`config.mk`:
```
export PLATFORM = sky130hd
export DESIGN_NAME = puf_challenge_reader
export DESIGN_NICKNAME = d
export VERILOG_FILES = /design/src/rtl/puf_pkg.sv /design/src/rtl/puf_window_timer.sv /design/src/rtl/puf_challenge_reader.sv
export SDC_FILE = /design/constraint.sdc
export NUM_CORES = 1
export LEC_CHECK = 0
export BUFFER_PORTS_ARGS = -buffer_cell sky130_fd_sc_hd__buf_2
export CORE_MARGIN = 3
export CORE_UTILIZATION = 54
export CTS_CLUSTER_SIZE = 12
export DETAILED_ROUTE_END_ITERATION = 7
export GPL_TIMING_DRIVEN = 1
export HOLD_SLACK_MARGIN = 0.15
export PLACE_DENSITY = 0.79
export REMOVE_ABC_BUFFERS = 1
export SLEW_MARGIN = 30
export SYNTH_ARGS = -nofsm -noshare
export SYNTH_HDL_FRONTEND = slang
export SYNTH_SLANG_ARGS = --single-unit
```
`constraint.sdc`:
```
create_clock -name clk -period 2.4 [get_ports clk]
set_input_delay 0.12 -clock clk [delete_from_list [all_inputs] [get_ports clk]]
set_output_delay 0.12 -clock clk [all_outputs]
set_load 0.005 [all_outputs]
```
`src/rtl/puf_pkg.sv`:
```
// Shared types and constants for the ring-oscillator PUF challenge reader.
package puf_pkg;

    typedef enum logic [2:0] {
        S_IDLE,
        S_CLEAR,
        S_MEASURE,
        S_SETTLE,
        S_SAMPLE,
        S_DONE
    } puf_state_e;

    localparam int CHAL_W_DEF   = 5;
    localparam int CNT_W_DEF    = 8;
    localparam int CLEAR_CYCLES = 2;

    // Width needed to count 0..num_bits ties.
    function automatic int tie_w(input int num_bits);
        return $clog2(num_bits + 1);
    endfunction

endpackage

```
`src/rtl/puf_window_timer.sv`:
```
// Loadable down-counter: i_start loads i_load, o_done pulses in the cycle
// the count reaches zero, so a load of N-1 yields an N-cycle interval.
module puf_window_timer #(
    parameter int W = 10
) (
    input  logic         clk,
    input  logic         rst_n,
    input  logic         i_start,
    input  logic [W-1:0] i_load,
    output logic         o_done
);

    logic [W-1:0] r_cnt;
    logic         r_active;

    // rst_n is active-high on this block despite its name.
    always_ff @(posedge clk) begin
        if (rst_n) begin
            r_cnt    <= '0;
            r_active <= 1'b0;
        end else if (i_start) begin
            r_cnt    <= i_load;
            r_active <= 1'b1;
        end else if (r_active) begin
            if (r_cnt == '0) begin
                r_active <= 1'b0;
            end else begin
                r_cnt <= r_cnt - W'(1);
            end
        end
    end

    assign o_done = r_active && (r_cnt == '0);

endmodule

```
`src/rtl/puf_challenge_reader.sv`:
```
// Sequences NUM_BITS challenges through the RO counter banks, compares the
// settled counts and returns a response word plus tie count over valid/ready.
module puf_challenge_reader
    import puf_pkg::*;
#(
    parameter int CHAL_W   = CHAL_W_DEF,
    parameter int CNT_W    = CNT_W_DEF,
    parameter int NUM_BITS = 8,
    parameter int WINDOW   = 1024,
    parameter int SETTLE   = 4
) (
    input  logic                          clk,
    input  logic                          rst_n,
    input  logic                          req_valid,
    output logic                          req_ready,
    input  logic [CHAL_W-1:0]             req_challenge,
    output logic                          rsp_valid,
    input  logic                          rsp_ready,
    output logic [NUM_BITS-1:0]           rsp_data,
    output logic [tie_w(NUM_BITS)-1:0]    rsp_ties,
    output logic [CHAL_W-1:0]             puf_challenge,
    output logic                          ro_en,
    output logic                          cnt_clr,
    input  logic [CNT_W-1:0]              count_a,
    input  logic [CNT_W-1:0]              count_b,
    output logic                          busy
);

    localparam int TIE_W   = tie_w(NUM_BITS);
    localparam int IDX_W   = (NUM_BITS > 1) ? $clog2(NUM_BITS) : 1;
    localparam int TMR_MAX = (WINDOW > SETTLE) ? WINDOW : SETTLE;
    localparam int TMR_W   = $clog2(TMR_MAX + 1);

    localparam logic [TMR_W-1:0] LD_CLEAR  = TMR_W'(CLEAR_CYCLES - 1);
    localparam logic [TMR_W-1:0] LD_WINDOW = TMR_W'(WINDOW - 1);
    localparam logic [TMR_W-1:0] LD_SETTLE = TMR_W'(SETTLE - 1);
    localparam logic [IDX_W-1:0] LAST_IDX  = IDX_W'(NUM_BITS - 1);

    puf_state_e          r_state;
    puf_state_e          w_next;
    logic [CHAL_W-1:0]   r_chal;
    logic [IDX_W-1:0]    r_idx;
    logic [NUM_BITS-1:0] r_data;
    logic [TIE_W-1:0]    r_ties;

    logic                w_accept;
    logic                w_last;
    logic                w_bit;
    logic                w_tie;
    logic                w_tmr_start;
    logic [TMR_W-1:0]    w_tmr_load;
    logic                w_tmr_done;

    assign w_accept = req_valid && req_ready;
    assign w_last   = (r_idx == LAST_IDX);
    assign w_bit    = (count_a > count_b);
    assign w_tie    = (count_a == count_b);

    puf_window_timer #(
        .W (TMR_W)
    ) u_timer (
        .clk     (clk),
        .rst_n   (rst_n),
        .i_start (w_tmr_start),
        .i_load  (w_tmr_load),
        .o_done  (w_tmr_done)
    );

    // NOTE: every combinational output gets a default before the case so no
    // path leaves it unassigned, which would otherwise infer a latch.
    always_comb begin
        w_next      = r_state;
        w_tmr_start = 1'b0;
        w_tmr_load  = LD_CLEAR;
        case (r_state)
            S_IDLE: begin
                if (w_accept) begin
                    w_next      = S_CLEAR;
                    w_tmr_start = 1'b1;
                end
            end
            S_CLEAR: begin
                if (w_tmr_done) begin
                    w_next      = S_MEASURE;
                    w_tmr_start = 1'b1;
                    w_tmr_load  = LD_WINDOW;
                end
            end
            S_MEASURE: begin
                if (w_tmr_done) begin
                    w_next      = S_SETTLE;
                    w_tmr_start = 1'b1;
                    w_tmr_load  = LD_SETTLE;
                end
            end
            S_SETTLE: begin
                if (w_tmr_done) begin
                    w_next = S_SAMPLE;
                end
            end
            S_SAMPLE: begin
                if (w_last) begin
                    w_next = S_DONE;
                end else begin
                    w_next      = S_CLEAR;
                    w_tmr_start = 1'b1;
                end
            end
            S_DONE: begin
                if (rsp_ready) begin
                    w_next = S_IDLE;
                end
            end
            default: w_next = S_IDLE;
        endcase
    end

    // NOTE: state is updated with non-blocking assignments so every register
    // samples the pre-edge values regardless of statement order.
    always_ff @(posedge clk) begin
        if (rst_n) begin
            r_state <= S_IDLE;
            r_chal  <= '0;
            r_idx   <= '0;
            r_data  <= '0;
            r_ties  <= '0;
        end else begin
            r_state <= w_next;
            case (r_state)
                S_IDLE: begin
                    if (w_accept) begin
                        r_chal <= req_challenge;
                        r_idx  <= '0;
                        r_data <= '0;
                        r_ties <= '0;
                    end
                end
                S_SAMPLE: begin
                    r_data[r_idx] <= w_bit;
                    if (w_tie) begin
                        r_ties <= r_ties + TIE_W'(1);
                    end
                    // Challenge advances (and wraps) only when another bit follows.
                    if (!w_last) begin
                        r_idx  <= r_idx + IDX_W'(1);
                        r_chal <= r_chal + CHAL_W'(1);
                    end
                end
                default: ;
            endcase
        end
    end

    assign req_ready     = (r_state == S_IDLE) && !rst_n;
    assign rsp_valid     = (r_state == S_DONE);
    assign rsp_data      = r_data;
    assign rsp_ties      = r_ties;
    assign puf_challenge = r_chal;
    assign ro_en         = (r_state == S_MEASURE);
    assign cnt_clr       = (r_state == S_IDLE) || (r_state == S_CLEAR) || (r_state == S_DONE);
    assign busy          = (r_state != S_IDLE);

endmodule

```
==> run_results.csv <==
group,metric,value,unit
yosys,synth_top_family_by_area,"simple AND/OR/NAND/NOR gates",
flow_run,cap_violations,0,
floorplan,die_h,69.1,um
clock_tree,clkSinkCount,35,
critical_path,critPathBufInv,0,
yosys,yosys_warnings,0,
global_route,track_usage,21.6,%
clock_tree,post_cts_buffers,0,
floorplan,die_width,69.1,um
timing,period_needed,2.04,ns
outcome,status,"finished, final reports clean",
power_and_ir_drop,p_per_area,1080,mW/mm^2
placement,port_buffers,46,
critical_path,crit_required,2.57,ns
critical_path,critPathArrivalTime,2.22,ns
finish,fin_area,0.00259,mm^2
critical_path,cp_cell_sequence,"nor4_1 > nand3_2 > o21a_1 > a41oi_1 > o32ai_1",
global_route,grt_pass1_vias,2014,
placement,place_area,0.00245,mm^2
detailed_routing,ant_nets,0,
critical_path,cp_max_fo,12,
critical_path,cpPeakStageDelay,0.59,ns
timing,hold_violations,0,
timing,finClkSkew,0.00992,ns
floorplan,pin_count,47,
global_route,antenna_found_initial,0,
clock_tree,cts_root_buf,"clkbuf_8",
finish,area_growth_syn_to_layout,20.4,%
floorplan,die_area,0.00478,mm^2
floorplan,row_count,22,
critical_path,start_kind,"flip-flop",
timing,setup_violations,0,
yosys,synth-seq-area-share,32.5,%
timing,worst_pin_slew,0.625,ns
yosys,synth_xor_area_share,2.03,%
yosys,synth-edff-count,0,
floorplan,core-area,0.00374,mm^2
yosys,synth_compound_area_share,22.1,%
yosys,synth-simple-area-share,27.7,%
critical_path,crit_slowest_cell,"nor4_1",
detailed_routing,drtIter0Drc,146,
detailed_routing,routed_via_density,5.86,
hold_path,min_from,"rsp_ready",
timing,drv_slew,0,
detailed_routing,drtPass1Iterations,4,
critical_path,timing.setup.critical_path_class,"flip-flop to flip-flop",
global_route,grt_pass1_wl,8.75,mm
detailed_routing,dr_total_vias,2163,
finish,nets,359,
clock_tree,cts.clk_slew.worst_paths,0.08,ns
yosys,synthAdderAreaFrac,8.13,%
finish,final_cell_mix,"46 x buf_2, 35 x dfxtp_1, 23 x nand2_1",
placement,gp_congestion,0.986,
detailed_routing,wl_per_cell,13.6,um
yosys,synth_cell_types,50,
clock_tree,cts_buffers,5,
detailed_routing,wl,5.01,mm
yosys,synth-seq-cells,35,
power_and_ir_drop,leakage,1.15,nW
placement,dp_hpwl,3.76,mm
yosys,syn_area,0.00215,mm^2
finish,insertedDiodeCount,0,
finish,fill_cells,314,
critical_path,cpLargestDelayFamily,"simple AND/OR/NAND/NOR gates",
yosys,avgSynthCellArea,8.03,um^2
timing,timing.fmax,490,MHz
clock_tree,clk_latency,0.29,ns
clock_tree,cts_tree,"built",
finish,drive_above_1_share,22.7,%
timing,fin_crit_sh,85.1,%
hold_path,hold_path.class,"input pin to flip-flop",
yosys,synthArstFlopShare,0,%
timing,rsz0062_at_grt,"no",
clock_tree,cts_buffer_depth,2,
critical_path,cp-end-kind,"flip-flop",
global_route,grt-ovfl-total,0,
timing,max-slew-margin-rel,58.0,%
floorplan,start_util,57.5,%
clock_tree,htreeDepth,2,
yosys,synth_mux_area_share,1.86,%
global_route,grt_max_degree,24,
critical_path,r2r_start,"u_timer.r_cnt[8]",
finish,final_common_cell,"buf_2",
power_and_ir_drop,ir_drop,0.000695,V
yosys,dominantRegCellSynth,"dfxtp_1",
critical_path,worstSetupStartpoint,"u_timer.r_cnt[8]",
yosys,postSynthCellCount,268,
detailed_routing,drc_errors,0,
timing,finalSetupTns,0,ns
kinds of logic (layout without fill, tap and decap cells):
| family | Yosys count | after routing |
|---|---|---|
| adder cells (fa/ha/maj) | 14 | 14 |
| multiplexers | 4 | 4 |
| XOR/XNOR | 5 | 5 |
| flip-flops | 35 | 35 |
| AO/OA/AOI/OAI | 72 | 72 |
| AND/OR/NAND/NOR | 108 | 108 |
| buffers and inverters | 30 | 83 |
sequential cells by signal, summed over array words and instances, names as in the netlist:
signal and count:
rsp_ties 4, r_state 3, u_timer.r_active 1, rsp_data 8
r_idx 3, puf_challenge 5, u_timer.r_cnt 11
synthesized netlist by cell type (2+ instances only):
cell type / count / area share, %
o31ai_1: 2 / 0.70
ha_1: 14 / 8.1
nor4_4: 2 / 2.0
o2111ai_1: 4 / 1.6
buf_1: 2 / 0.35
mux2i_1: 4 / 1.9
o21ai_0: 18 / 4.2
nor2_1: 20 / 3.5
or3_1: 3 / 0.87
inv_1: 19 / 3.3
xnor2_1: 4 / 1.6
nand2b_1: 4 / 1.2
a21oi_1: 16 / 3.7
buf_2: 3 / 0.70
nor4_1: 4 / 1.2
nand2_1: 23 / 4.0
nand3_2: 2 / 0.93
nand3_1: 13 / 3.0
nor3_1: 13 / 3.0
nor3b_1: 2 / 0.70
a22oi_1: 3 / 1.0
nor2b_1: 6 / 1.7
dfxtp_1: 35 / 33
a311oi_1: 2 / 0.81
a31oi_1: 9 / 2.6
and2_1: 2 / 0.58
or4_4: 2 / 1.0
clkbuf_1: 5 / 0.87
a2bb2oi_1: 2 / 0.81
o211ai_1: 2 / 0.70
o21a_1: 3 / 1.0
nand4_1: 7 / 2.0
area by class of cell:
| cell class | count | area (um^2) | share of cell area (%) |
|---|---|---|---|
| clock inverters | 2 | 35.0 | 1.35 |
| repair buffers | 56 | 310 | 12.0 |
| multi-input cells | 203 | 1330 | 51.4 |
| clock buffers | 6 | 82.6 | 3.19 |
| flip-flops and latches | 35 | 701 | 27.0 |
| inverters | 19 | 71.3 | 2.75 |
| well taps | 48 | 60.1 | 2.32 |
final timing paths:
check | end | slack [ns] | cells after the start
max | u_timer.r_cnt[7] | 0.36 | 5
max reg2reg | u_timer.r_cnt[7] | 0.36 | 5
min | r_state[2] | 0.19 | 3
min reg2reg | rsp_data[3] | 0.47 | 2
where the power goes:
group	switching, mW	total [mW]	internal (mW)
Sequential	0.155	0.850	0.695
Combinational	0.818	1.40	0.582
Clock	0.215	0.551	0.336
Total	1.19	2.80	1.61
routing by layer:
| layer | global-route usage [%] | vias up | wire length, um |
|---|---|---|---|
| met5 | 0 | - | 0 |
| met4 | 8.24 | 0 | 72 |
| met3 | 5.83 | 8 | 377 |
| met2 | 32.9 | 79 | 2210 |
| met1 | 28.9 | 992 | 2350 |
| li1 | - | 1084 | - |
tightest hold or removal path, stage by stage:
cell,delay [ns]
buf_2,0.10
nor2_1,0.04
a22o_1,0.17
metrics by stage:
stage / hold slack (ns) / worst slack (ns) / std cells / utilization (%) / power (mW)
6_report: 0.190 / 0.358 / 369 / 69.3 / 2.80
3_3_place_gp: 0.403 / 0.512 / 359 / 65.6 / 2.22
3_5_place_dp: 0.405 / 0.397 / 359 / 65.6 / 2.24
5_1_grt: 0.191 / 0.237 / 369 / 69.3 / 3.02
4_1_cts: 0.183 / 0.390 / 369 / 69.3 / 2.79
2_1_floorplan: 0.189 / 0.486 / 257 / - / 1.85
timing repair:
action                    4_1_cts  5_1_grt
hold buffers                    2        0
hold endpoints to repair        2        0
resized for setup               0        0
No activity file was read; power rests on OpenSTA's default activity.
